## config.mk

```make
export PLATFORM = sky130hd
export DESIGN_NAME = gcd_operand_feeder
export DESIGN_NICKNAME = d
export VERILOG_FILES = /design/src/rtl/gcd_operand_feeder.sv
export SDC_FILE = /design/constraint.sdc
export NUM_CORES = 1
export LEC_CHECK = 0
export ABC_AREA = 1
export CAP_MARGIN = 10
export CORE_MARGIN = 2
export CORE_UTILIZATION = 37
export CTS_CLUSTER_DIAMETER = 200
export DETAILED_ROUTE_END_ITERATION = 10
export SLEW_MARGIN = 10
export SYNTH_ARGS = -nofsm -noshare
export SYNTH_HDL_FRONTEND = slang
export SYNTH_SLANG_ARGS = --single-unit
```

## constraint.sdc

```tcl
create_clock -name clock -period 2.5 [get_ports clock]
set_clock_uncertainty 0.1 [all_clocks]
set_input_delay 0.375 -clock clock [delete_from_list [all_inputs] [get_ports clock]]
set_output_delay 0.375 -clock clock [all_outputs]
set_load 0.02 [all_outputs]
```

## src/rtl/gcd_operand_feeder.sv

```systemverilog
// Operand feeder for a subtractive GCD core.
// Accepts one operand pair at a time, handles the zero-operand cases locally,
// otherwise loads A then B into the core, waits for a fresh done with a
// bounded cycle counter, and holds the result until the consumer takes it.
//
// state  | meaning
// -------+----------------------------------------------------------
// IDLE   | ready for a new operand pair
// LOAD_A | start pulse to core, A on the data bus
// LOAD_B | B on the data bus
// WAIT   | counting cycles until a qualified done or timeout
// RESP   | result presented, waiting for res_ready
module gcd_operand_feeder #(
    parameter int WIDTH   = 16,
    parameter int TIMEOUT = 70000
) (
    input  logic             clock,
    input  logic             reset_n,
    input  logic [WIDTH-1:0] op_a,
    input  logic [WIDTH-1:0] op_b,
    input  logic             in_valid,
    output logic             in_ready,
    output logic             gcd_start,
    output logic [WIDTH-1:0] gcd_data,
    input  logic             gcd_done,
    input  logic [WIDTH-1:0] gcd_result,
    output logic [WIDTH-1:0] res_gcd,
    output logic             res_err,
    output logic [16:0]      res_cycles,
    output logic             res_valid,
    input  logic             res_ready
);

    typedef enum logic [2:0] {
        IDLE   = 3'd0,
        LOAD_A = 3'd1,
        LOAD_B = 3'd2,
        WAIT   = 3'd3,
        RESP   = 3'd4
    } state_t;

    localparam logic [16:0] TIMEOUT_CNT = 17'(TIMEOUT);

    state_t           r_state;
    logic [WIDTH-1:0] r_op_b;
    logic [16:0]      r_cnt;
    // Set once done has been seen low in this WAIT; a high left over from
    // the previous job must not be taken as completion of this one.
    logic             r_seen_low;
    logic             r_gcd_start;
    logic [WIDTH-1:0] r_gcd_data;
    logic [WIDTH-1:0] r_res_gcd;
    logic             r_res_err;
    logic [16:0]      r_res_cycles;
    logic             r_res_valid;

    logic w_take;
    logic w_a_zero;
    logic w_b_zero;
    logic w_done_q;
    logic w_timeout;

    // Handshake and qualification terms
    always_comb begin
        w_take    = in_valid && (r_state == IDLE);
        w_a_zero  = (op_a == '0);
        w_b_zero  = (op_b == '0);
        w_done_q  = gcd_done && r_seen_low;
        w_timeout = (r_cnt == TIMEOUT_CNT);
    end

    // Sequencer with all outputs registered
    always_ff @(posedge clock or negedge reset_n) begin
        if (!reset_n) begin
            r_state      <= IDLE;
            r_op_b       <= '0;
            r_cnt        <= '0;
            r_seen_low   <= 1'b0;
            r_gcd_start  <= 1'b0;
            r_gcd_data   <= '0;
            r_res_gcd    <= '0;
            r_res_err    <= 1'b0;
            r_res_cycles <= '0;
            r_res_valid  <= 1'b0;
        end else begin
            case (r_state)
                IDLE: begin
                    if (w_take) begin
                        if (!w_a_zero && !w_b_zero) begin
                            r_gcd_start <= 1'b1;
                            r_gcd_data  <= op_a;
                            r_op_b      <= op_b;
                            r_state     <= LOAD_A;
                        end else begin
                            // gcd(x,0)=x; gcd(0,0) is undefined and flagged
                            r_res_gcd    <= w_a_zero ? op_b : op_a;
                            r_res_err    <= w_a_zero && w_b_zero;
                            r_res_cycles <= '0;
                            r_res_valid  <= 1'b1;
                            r_state      <= RESP;
                        end
                    end
                end
                LOAD_A: begin
                    r_gcd_start <= 1'b0;
                    r_gcd_data  <= r_op_b;
                    r_state     <= LOAD_B;
                end
                LOAD_B: begin
                    r_gcd_data <= '0;
                    r_cnt      <= '0;
                    r_seen_low <= 1'b0;
                    r_state    <= WAIT;
                end
                WAIT: begin
                    if (w_done_q) begin
                        r_res_gcd    <= gcd_result;
                        r_res_err    <= 1'b0;
                        r_res_cycles <= r_cnt;
                        r_res_valid  <= 1'b1;
                        r_state      <= RESP;
                    end else if (w_timeout) begin
                        r_res_gcd    <= '0;
                        r_res_err    <= 1'b1;
                        r_res_cycles <= TIMEOUT_CNT;
                        r_res_valid  <= 1'b1;
                        r_state      <= RESP;
                    end else begin
                        r_cnt <= r_cnt + 17'd1;
                        if (!gcd_done) begin
                            r_seen_low <= 1'b1;
                        end
                    end
                end
                RESP: begin
                    if (res_ready) begin
                        r_res_valid <= 1'b0;
                        r_state     <= IDLE;
                    end
                end
                default: begin
                    r_state <= IDLE;
                end
            endcase
        end
    end

    assign in_ready   = (r_state == IDLE);
    assign gcd_start  = r_gcd_start;
    assign gcd_data   = r_gcd_data;
    assign res_gcd    = r_res_gcd;
    assign res_err    = r_res_err;
    assign res_cycles = r_res_cycles;
    assign res_valid  = r_res_valid;

endmodule

```

# Yosys cells after proc, flatten, opt, wreduce, memory -nomap -nowiden
# Index checks and enable logic that the tools add are counted.
dict set report totals {
  regBits 89
  out_inout_bits 53
  in_bits 53
}
dict set report op_classes {
  mux 40
  n_reduce_logical 22
  eq_ne 13
  addsub 1
}
# operator n
set op_table {}
lappend op_table {{$mux 16} 7}
lappend op_table {{$mux 17} 6}
lappend op_table {{$pmux 17 s2} 2}
lappend op_table {{$pmux 16 s3} 1}
lappend op_table {{$logic_not 16->1} 2}
lappend op_table {{$pmux 16 s2} 1}
lappend op_table {{$add 17x1->17 const B} 1}
lappend op_table {{$eq 17x17->1 const B} 1}
lappend op_table {{$mux 3} 5}
lappend op_table {{$pmux 3 s5} 1}
lappend op_table {{$reduce_and 3->1} 5}
lappend op_table {{$mux 1} 13}
lappend op_table {{$ne 2x2->1 const B} 5}
lappend op_table {{$reduce_and 4->1} 2}
lappend op_table {{$eq 3x2->1 const B} 2}
lappend op_table {{$pmux 1 s2} 3}
lappend op_table {{$reduce_bool 2->1} 3}
lappend op_table {{$reduce_bool 3->1} 2}
lappend op_table {{$reduce_and 5->1} 1}
lappend op_table {{$logic_and 1x1->1} 4}
lappend op_table {{$ne 2x1->1 const B} 2}
lappend op_table {{$eq 3x1->1 const B} 1}
lappend op_table {{$eq 3x3->1 const B} 1}
lappend op_table {{$logic_not 3->1} 1}
lappend op_table {{3 further kinds} 4}

# Logic depth before layout (Yosys ltp)
# Gate-level depths: netlist (run 1).
dict set report logic_depth {
  depth_word 6
  depth_mapped 14
  ltp_nobuf 13
}

# Least setup slack after synthesis (run 1)
# No wires, ideal clock.
dict set report synth_timing {
  kind {flip-flop to flip-flop}
  from {reg r_cnt[0]}
  to {reg r_res_gcd[10], in the netlist res_gcd[10]}
  setup_slack_ns 0.773
  t_arrival_ns 1.510
  stages_incl_launch_ff 15
  t_required_ns 2.283
  n_path_buf 1
  cell_sequence {dfrtp_1 inv_1 ha_1 nand2_1 inv_1 nand2_1 nor2_2 nand2_2 nand2_4 nand2_2 inv_4 nand2_8 buf_6 nand2_1 nand2_1}
}
dict set report synth_via {
  elab_chain_cells 3
}
# item line
set synth_rtl {}
lappend synth_rtl {{start, declared} 46} ;# logic [16:0] r_cnt;
lappend synth_rtl {{start signal, assigned} 129} ;# r_cnt <= r_cnt + 17'd1;
lappend synth_rtl {{$eq 17x17->1} 69} ;# w_timeout = (r_cnt == TIMEOUT_CNT);
lappend synth_rtl {{$ne 3x3->1 (no line)} --}
lappend synth_rtl {{$reduce_and 4->1 (no line)} --}
lappend synth_rtl {{end signal, assigned} 96} ;# r_res_gcd <= w_a_zero ? op_b : op_a;
lappend synth_rtl {{end signal, assigned} 117} ;# r_res_gcd <= gcd_result;
lappend synth_rtl {{end, declared} 52} ;# logic [WIDTH-1:0] r_res_gcd;
# No other way between the ends.
# A chain may end at the register's enable or synchronous reset.

# Worst setup path after layout (run 1)
dict set report layout_timing {
  from {reg r_state[2]}
  to {out in_ready}
}
dict set report layout_via {
  elab_chain_cells 1
}
# item line
set layout_rtl {}
lappend layout_rtl {{start, declared} 44} ;# state_t r_state;
lappend layout_rtl {{start signal, assigned} 75} ;# r_state <= IDLE;
lappend layout_rtl {{start signal, assigned} 93} ;# r_state <= LOAD_A;
lappend layout_rtl {{start signal, assigned} 100} ;# r_state <= RESP;
lappend layout_rtl {{$logic_not 3->1} 148} ;# assign in_ready = (r_state == IDLE);
lappend layout_rtl {{end, declared} 22} ;# output logic in_ready,
# No other way between the ends.

==> results.txt, run 1 <==
Status = completed
Startpoint types = register
DR iter-0 viols = 325
# fillers = 1311
Final Routed Wirelength = 13.81 mm
Vias per cell = 4.876
Post-Synthesis Cell Area = 0.004873 mm²
Drt wl/cell = 14.46 µm
Largest net degree at the start of global routing = 47
Fmax = 452.0 MHz
Overall Power = 0.006670 W
Most frequent cell after synthesis = nand2_1
Buffer count from post-CTS setup fixing = 0
Num Clock Sinks = 89
# IOs = 106
Yosys warnings = 0
Ant. Diodes = 0
Layout Nets = 833
Non-Filler Instances = 955
Placer Congestion = 0.8966
Area grow syn2layout = 31.37%
Worst-margin pin slew = 614.9 ps
DP HPWL = 10.53 mm
Global route overflow = 0
Die footprint = 0.01411 mm²
GRT Util Overall = 20.92%
RSZ-0062 raised after global routing = false
Share of cells above drive strength 1 = 6.641%
Final routed DRC violation total = 0
Reg clk slew, reported paths = 60 ps
Initial antenna violation count = 0
First-pass GRT wire length = 23.70 mm
DRT Pass-1 Iters = 4
Required time worst endpoint = 2030 ps
Root Buffer = clkbuf_16
Post-synth EDFFs = 0
Post-DRT Antenna Nets = 0
CTS H-tree lvls = 3
Worst-path cell chain = inv_1 -> nand2_1 -> nor2_4 -> clkdlybuf4s50_1
Die Span X = 118.8 µm
VDD IR max = 0.4677 mV
Leading cell types by count after synthesis = nand2_1, nand3_1, dfrtp_1, inv_1, o21ai_0
Starting Density = 38.31%
Crit path largest cell delay = 630 ps
DP Worst Slack = 97.10 ps
Critical path's slowest cell = clkdlybuf4s50_1
Clock tree from TritonCTS = built
Crit path max fanout = 5
Crit Path Category = register to output pin
Crit path DAT = 1740 ps
Pwr/cell area = 1042 mW/mm²
Async set or reset register ratio after synthesis = 100.0%
Avg Cell Area, Syn = 7.220 µm²
CTS Buffer Depth = 2
Final Hold Vio Count = 0
Synth Flop Type = dfrtp_1
Placed Instances = 938
Row count = 41
Synth Net Count = 730
Synth Instances = 675
Tmin final = 2212 ps
Num CTS Buffers = 9
Setup-failing EPs final = 0
Max-capacitance violation count = 0
Unique masters post-synth = 30
Number of global-route vias before repair = 4722
Slew margin rel. = 59.00%
Vias post-DR = 4657
Clock latency on the worst-skew pair = 350 ps
Pleak = 3.195 nW
Top-area cell type share of the netlist area = 45.70%
Period utilization = 88.50%
Die Y = 118.8 µm
Hold Worst Slack = 372.2 ps
Final Max Slew Viols = 0
Setup TNS = 0 ps
Final worst slack = 287.6 ps
Crit. End Element = output pin
Buffers on Ports = 105
Core ar. = 0.01272 mm²
Seq cells post-synth = 89
Hold crit path type = register to register
Top cells by area, synth = dfrtp_1, nand2_1, nand3_1
Cell taking the most area after synthesis = dfrtp_1
Sequential share of the synthesized area = 45.70%
## power by group
part | total [W] | internal, W | switching [W]
logic | 0.00308 | 0.00117 | 0.00191
registers | 0.00221 | 0.00193 | 0.000281
clock network | 0.00139 | 0.000829 | 0.000559
total | 0.00667 | 0.00392 | 0.00275
## cells by family after synthesis
family | Yosys count | synth area share (%)
AO/OA/AOI/OAI | 59 | 6.187
flip-flops | 89 | 45.70
AND/OR/NAND/NOR | 424 | 37.97
XOR/XNOR | 7 | 1.258
adder cells (fa/ha/maj) | 2 | 0.5134
buffers and inverters | 94 | 8.370
## critical path: cells and delay by family (launching register included)
family	cells	cell delay [ps]
simple gates	2	290
buf+inv	2	730
flops	1	370
## per-layer routing
metal	track usage, %	vias to the layer above	part of all wire, %
li1	-	2346	-
met1	27.10	2179	45
met2	35.02	122	48
met3	5.116	10	5.3
met4	5.357	0	1.3
met5	0	-	0
## through the flow
step | util (%) | instance area (µm²)
2_1_floorplan | - | 4873
3_3_place_gp | 47.83 | 6085
3_5_place_dp | 47.83 | 6085
4_1_cts | 50.32 | 6402
5_1_grt | 50.32 | 6402
6_report | 50.32 | 6402
## placed cells by master, fill, tap and decap left out, types with 2 or more instances in the layout
cell	instances
nor2_4	5
inv_2	4
dfrtp_1	89
inv_1	60
nand3_1	97
ha_1	2
o21ai_0	45
nand4_1	9
nand2_4	4
nand2_2	4
clkdlybuf4s50_1	104
clkbuf_8	2
nor2_1	39
a21oi_1	11
o21bai_1	2
xor2_1	6
nor3_1	5
buf_4	15
clkbuf_16	9
nand2_1	256
## cell type report
| class | instances | area (µm²) | area share [%] |
|---|---|---|---|
| Clock buffer | 12 | 256.5 | 4.006 |
| Clock inverter | 4 | 51.30 | 0.8013 |
| Inverter | 66 | 250.2 | 3.909 |
| Multi-Input combinational cell | 492 | 2238 | 34.96 |
| Sequential cell | 89 | 2227 | 34.79 |
| Tap cell | 172 | 215.2 | 3.361 |
| Timing Repair Buffer | 120 | 1164 | 18.17 |
## state kept, by name, summed over array words and instances, names as in the netlist, 3 cells and up
register and flops:
res_gcd 16, r_cnt 17, r_state 3, r_op_b 16, res_cycles 17, gcd_data 16
## path summary, 6_finish.rpt
kind                                 start     endpoint  slack [ps]  cells after the start
worst max-delay path            r_state[2]     in_ready         290                      4
worst min-delay path               res_err      res_err         370                      2
worst max register to register  r_state[2]  res_gcd[12]         400                     11
worst min register to register     res_err      res_err         370                      2
max in group asynchronous          reset_n  gcd_data[3]        1150                      3
min in group asynchronous          reset_n   r_state[2]         490                      2
## what timing repair did
item | 4_1_cts | 5_1_grt
hold buffers | 1 | 0
hold endpoints to repair | 43 | 0
gates resized for setup | 0 | 0
(Power assumes the default switching activity.)
==> run 2: changes to the inputs <==
--- a/config.mk
+++ b/config.mk
@@ -7,10 +7,12 @@
 export LEC_CHECK = 0
 export ABC_AREA = 1
 export CAP_MARGIN = 10
+export CORE_ASPECT_RATIO = 0.9
 export CORE_MARGIN = 2
-export CORE_UTILIZATION = 37
+export CORE_UTILIZATION = 35
 export CTS_CLUSTER_DIAMETER = 200
 export DETAILED_ROUTE_END_ITERATION = 10
+export GPL_TIMING_DRIVEN = 0
 export SLEW_MARGIN = 10
 export SYNTH_ARGS = -nofsm -noshare
 export SYNTH_HDL_FRONTEND = slang
==> results.txt, run 2 (same netlist as run 1, synthesis figures left out) <==
Setup TNS = 0 ps
Die Y = 115.9 µm
Layout Nets = 848
Initial antenna violation count = 0
Largest net degree at the start of global routing = 56
Clock tree from TritonCTS = built
Vias post-DR = 4859
Drt wl/cell = 15.70 µm
Status = completed
CTS Buffer Depth = 2
Post-DRT Antenna Nets = 0
Placed Instances = 949
Ant. Diodes = 0
Critical path's slowest cell = clkdlybuf4s50_1
Most common cell after layout, fill and taps aside = nand2_1
Slew margin rel. = 59.18%
Num Clock Sinks = 89
Core ar. = 0.01346 mm²
DR iter-0 viols = 310
Final Hold Vio Count = 0
CTS H-tree lvls = 3
Setup-failing EPs final = 0
Placed cell areas = 0.006160 mm²
Startpoint types = register
Final Max Slew Viols = 0
Worst-path cell chain = inv_1 -> nand2_1 -> nor2_4 -> clkdlybuf4s50_1
Area occupied by multi-input gates = 0.002238 mm²
Num CTS Buffers = 9
CTS-repair resized insts = 0
Root Buffer = clkbuf_16
Worst-margin pin slew = 607.7 ps
Number of global-route vias before repair = 4671
Sequential cell area = 0.002227 mm²
Fmax = 450.6 MHz
Hold buffers post-CTS = 1
Crit path DAT = 1740 ps
DP HPWL = 11.80 mm
Crit path largest cell delay = 640 ps
Period utilization = 88.76%
GRT Util Overall = 20.95%
Global route overflow = 0
Crit Path Category = register to output pin
# IOs = 106
Buffers on Ports = 105
Final Routed Wirelength = 15.17 mm
Hold crit path type = register to register
Crit path max fanout = 5
Pwr/cell area = 1047 mW/mm²
Share of cells above drive strength 1 = 7.393%
# fillers = 1347
Crit. End Element = output pin
Final core utilization = 47.92%
Row count = 40
Overall Power = 0.006754 W
Die Span X = 128.4 µm
Max-capacitance violation count = 0
Pleak = 3.222 nW
Buffer count from post-CTS setup fixing = 0
Starting Density = 36.20%
Final routed DRC violation total = 0
Vias per cell = 5.030
Tmin final = 2219 ps
First-pass GRT wire length = 24.23 mm
Required time worst endpoint = 2030 ps
Final instance area = 0.006451 mm²
Reg clk slew, reported paths = 60 ps
Non-Filler Instances = 966
Placer Congestion = 0.9351
Die footprint = 0.01489 mm²
Area grow syn2layout = 32.37%
RSZ-0062 raised after global routing = false
Most frequent cells in the layout = nand2_1, clkdlybuf4s50_1, nand3_1, dfrtp_1, inv_1
DRT Pass-1 Iters = 5
VDD IR max = 0.3860 mV
Clock latency on the worst-skew pair = 350 ps
-- run 2: layout make-up --
type / count / share of cell area [%]
inverters: 66 / 3.879
repair buffers: 107 / 16.83
clock inverters: 6 / 0.6594
clock buffers: 10 / 3.704
well taps: 168 / 3.258
flip-flops and latches: 89 / 34.52
plain buffers: 28 / 2.444
multi-input cells: 492 / 34.70
-- run 2: through the flow --
stage	setup WS [ps]	hold WS, ps
2_1_floorplan	772.9	-20.59
3_5_place_dp	-29.33	268.9
4_1_cts	271.5	375.9
3_3_place_gp	-2363	356.0
5_1_grt	136.3	402.0
6_report	280.9	370.9
-- run 2: final timing paths --
| check | startpoint | to | slack [ps] | cells past startpoint |
|---|---|---|---|---|
| worst max-delay path | r_state[2] | in_ready | 280 | 4 |
| max in group asynchronous | reset_n | res_gcd[8] | 1220 | 3 |
| min in group asynchronous | reset_n | gcd_data[11] | 430 | 2 |
| worst min-delay path | gcd_data[7] | gcd_data[7] | 370 | 2 |
| worst min register to register | gcd_data[7] | gcd_data[7] | 370 | 2 |
| worst max register to register | r_cnt[0] | r_cnt[16] | 450 | 7 |
-- run 2: power breakdown --
part           internal (W)  switching [W]
clock              0.000703       0.000599
sequential          0.00192       0.000290
combinational       0.00125        0.00199
-- run 2: critical path, delay by kind of cell, from the launching register on --
family | cells | cell delay [ps]
buffers and inverters | 2 | 740
DFF | 1 | 360
and+or+nand+nor | 2 | 280
-- run 2: layer usage --
| layer | GRT usage [%] | up-vias | wire, µm | part of all wire [%] |
|---|---|---|---|---|
| li1 | - | 2387 | - | - |
| met1 | 31.11 | 2316 | 7663 | 51 |
| met2 | 31.45 | 136 | 6449 | 43 |
| met3 | 2.816 | 20 | 802 | 5.3 |
| met4 | 7.179 | 0 | 255 | 1.7 |
| met5 | 0 | - | 0 | 0 |
==> run 3: changes to the inputs <==
--- a/config.mk
+++ b/config.mk
@@ -9,10 +9,11 @@
 export CAP_MARGIN = 10
 export CORE_ASPECT_RATIO = 0.9
 export CORE_MARGIN = 2
-export CORE_UTILIZATION = 35
+export CORE_UTILIZATION = 50
 export CTS_CLUSTER_DIAMETER = 200
 export DETAILED_ROUTE_END_ITERATION = 10
 export GPL_TIMING_DRIVEN = 0
+export PLACE_DENSITY = 0.79
 export SLEW_MARGIN = 10
 export SYNTH_ARGS = -nofsm -noshare
 export SYNTH_HDL_FRONTEND = slang
==> results.txt, run 3 (same netlist as run 1, synthesis figures left out) <==
Status = completed
Vias post-DR = 4994
Worst-margin pin slew = 520.9 ps
Max-capacitance violation count = 0
Layout Nets = 848
Global route overflow = 0
Cell family with most CP delay = buffers and inverters
DP Worst Slack = -9.837 ps
Setup-failing EPs final = 0
Non-Filler Instances = 924
Crit Path Category = register to output pin
# fillers = 837
First-pass GRT wire length = 24.72 mm
Clock power share = 15.4%
Slew margin rel. = 65.27%
Post-DRT Antenna Nets = 0
WP buf/inv = 2
Required time worst endpoint = 2030 ps
Sequential Power Share = 34.1%
Area grow syn2layout = 29.50%
Worst R2R Setup Slack = 410 ps
Reg2reg path depth = 14
Crit path DAT = 1790 ps
Starting Density = 50.92%
Placer Congestion = 0.9534
Crit. End Element = output pin
Pwr/cell area = 1028 mW/mm²
DP HPWL = 11.39 mm
DRT Pass-1 Iters = 5
Worst r2r src = r_cnt[0]
Die footprint = 0.01055 mm²
Tmin final = 2269 ps
Final Routed Wirelength = 14.79 mm
Combinational power share = 50.5%
Switching share of total power = 45.04%
Fmax = 440.8 MHz
Internal Power = 0.003564 W
Hold crit path type = primary input to asynchronous set/reset pin
Setup crit end = in_ready
CTS H-tree lvls = 3
Root Buffer = clkbuf_8
VDD IR max = 0.6989 mV
# IOs = 106
Num Clock Sinks = 89
Crit path max fanout = 5
Placed cell areas = 0.006107 mm²
Vias per cell = 5.405
R2r endpoint = res_cycles[12]
Final Hold Vio Count = 0
Worst-path cell chain = inv_1 -> nand2_1 -> nor2_4 -> clkdlybuf4s50_1
Die Span X = 108.1 µm
Final Max Slew Viols = 0
Largest net degree at the start of global routing = 64
Reg clk slew, reported paths = 100 ps
Final worst slack = 231.3 ps
Core ar. = 0.009572 mm²
Startpoint types = register
Row count = 34
Crit path largest cell delay = 650 ps
Num CTS Buffers = 9
RSZ-0062 raised after global routing = false
Ant. Diodes = 0
Critical path depth in cells = 4
Pleak = 3.185 nW
Share of cells above drive strength 1 = 7.393%
P_sw = 0.002921 W
Die Y = 97.66 µm
Critical path's slowest cell = clkdlybuf4s50_1
Final instance area = 0.006311 mm²
Most frequent cells in the layout = nand2_1, clkdlybuf4s50_1, nand3_1, dfrtp_1, inv_1
Clock latency on the worst-skew pair = 370 ps
Period utilization = 90.75%
Most common cell after layout, fill and taps aside = nand2_1
CTS Buffer Depth = 2
DR iter-0 viols = 362
Placed Instances = 907
Drt wl/cell = 16.00 µm
Clock tree from TritonCTS = built
GRT Util Overall = 29.86%
Buffers on Ports = 105
Initial antenna violation count = 0
Final routed DRC violation total = 0
Number of global-route vias before repair = 4844
Worst Setup SP = r_state[1]
## run 3: cell type report
class                           instances  area [µm²]  share of cell area (%)
Sequential cell                        89        2227                   35.29
Tap cell                              126       157.7                   2.498
Timing Repair Buffer                  107        1086                   17.21
Clock inverter                          7       70.07                   1.110
Clock buffer                            9       123.9                   1.963
Buffer                                 28       157.7                   2.498
Inverter                               66       250.2                   3.965
Multi-Input combinational cell        492        2238                   35.47
## run 3: what timing repair did
item / CTS / global route
endpoints found under the hold margin: 26 / 0
buffers inserted: 0 / 0
resized for setup: 0 / 0
hold buffers: 1 / 0
## run 3: metrics by stage
stage | utilization (%) | setup TNS, ps | hold slack [ps] | total power (W)
6_report | 65.93 | 0 | 366.4 | 0.006485
3_3_place_gp | 63.54 | -195990 | 354.1 | 0.005391
3_5_place_dp | 63.80 | -16.48 | 222.7 | 0.005485
5_1_grt | 65.93 | 0 | 391.7 | 0.006963
4_1_cts | 65.93 | 0 | 370.7 | 0.006485
2_1_floorplan | - | 0 | -20.59 | 0.004159
## run 3: worst min-delay path by stage
stage | from | endpoint | slack [ps] | depth (start not counted)
final | reset_n | gcd_data[11] | 370 | 2
after global routing | reset_n | gcd_data[11] | 390 | 2
after floorplan | reset_n | gcd_data[0] | -20 | 0
after detailed placement | reset_n | gcd_data[13] | 220 | 1
after CTS | reset_n | gcd_data[13] | 370 | 2
after global placement | gcd_data[13] | gcd_data[13] | 350 | 2
## run 3: worst reg2reg max path, cell delays in order (launching register included)
cell and delay, ps:
dfrtp_1 460, inv_1 140, ha_1 210, nand2_1 60, inv_1 50, nand2_1 50
nor2_2 140, nand2_2 100, nand2_4 110, nand2_2 70, inv_4 130, nand2_8 90
buf_6 150, nand2_1 70, nand2_1 70
## run 3: per-layer routing
metal	track usage [%]	wire, µm	up-vias
met3	5.030	1290	16
met5	0	0	-
met4	7.594	199	0
met1	45.46	6813	2363
li1	-	-	2378
met2	44.22	6484	237
## run 3: power by group through the flow
stage | registers, W | clock network, W | logic (W)
after CTS | 0.00221 | 0.00101 | 0.00327
after floorplan | 0.00255 | 0 | 0.00161
after detailed placement | 0.00223 | 0 | 0.00325
after global routing | 0.00226 | 0.00107 | 0.00363
final | 0.00221 | 0.00100 | 0.00327
after global placement | 0.00221 | 0 | 0.00318
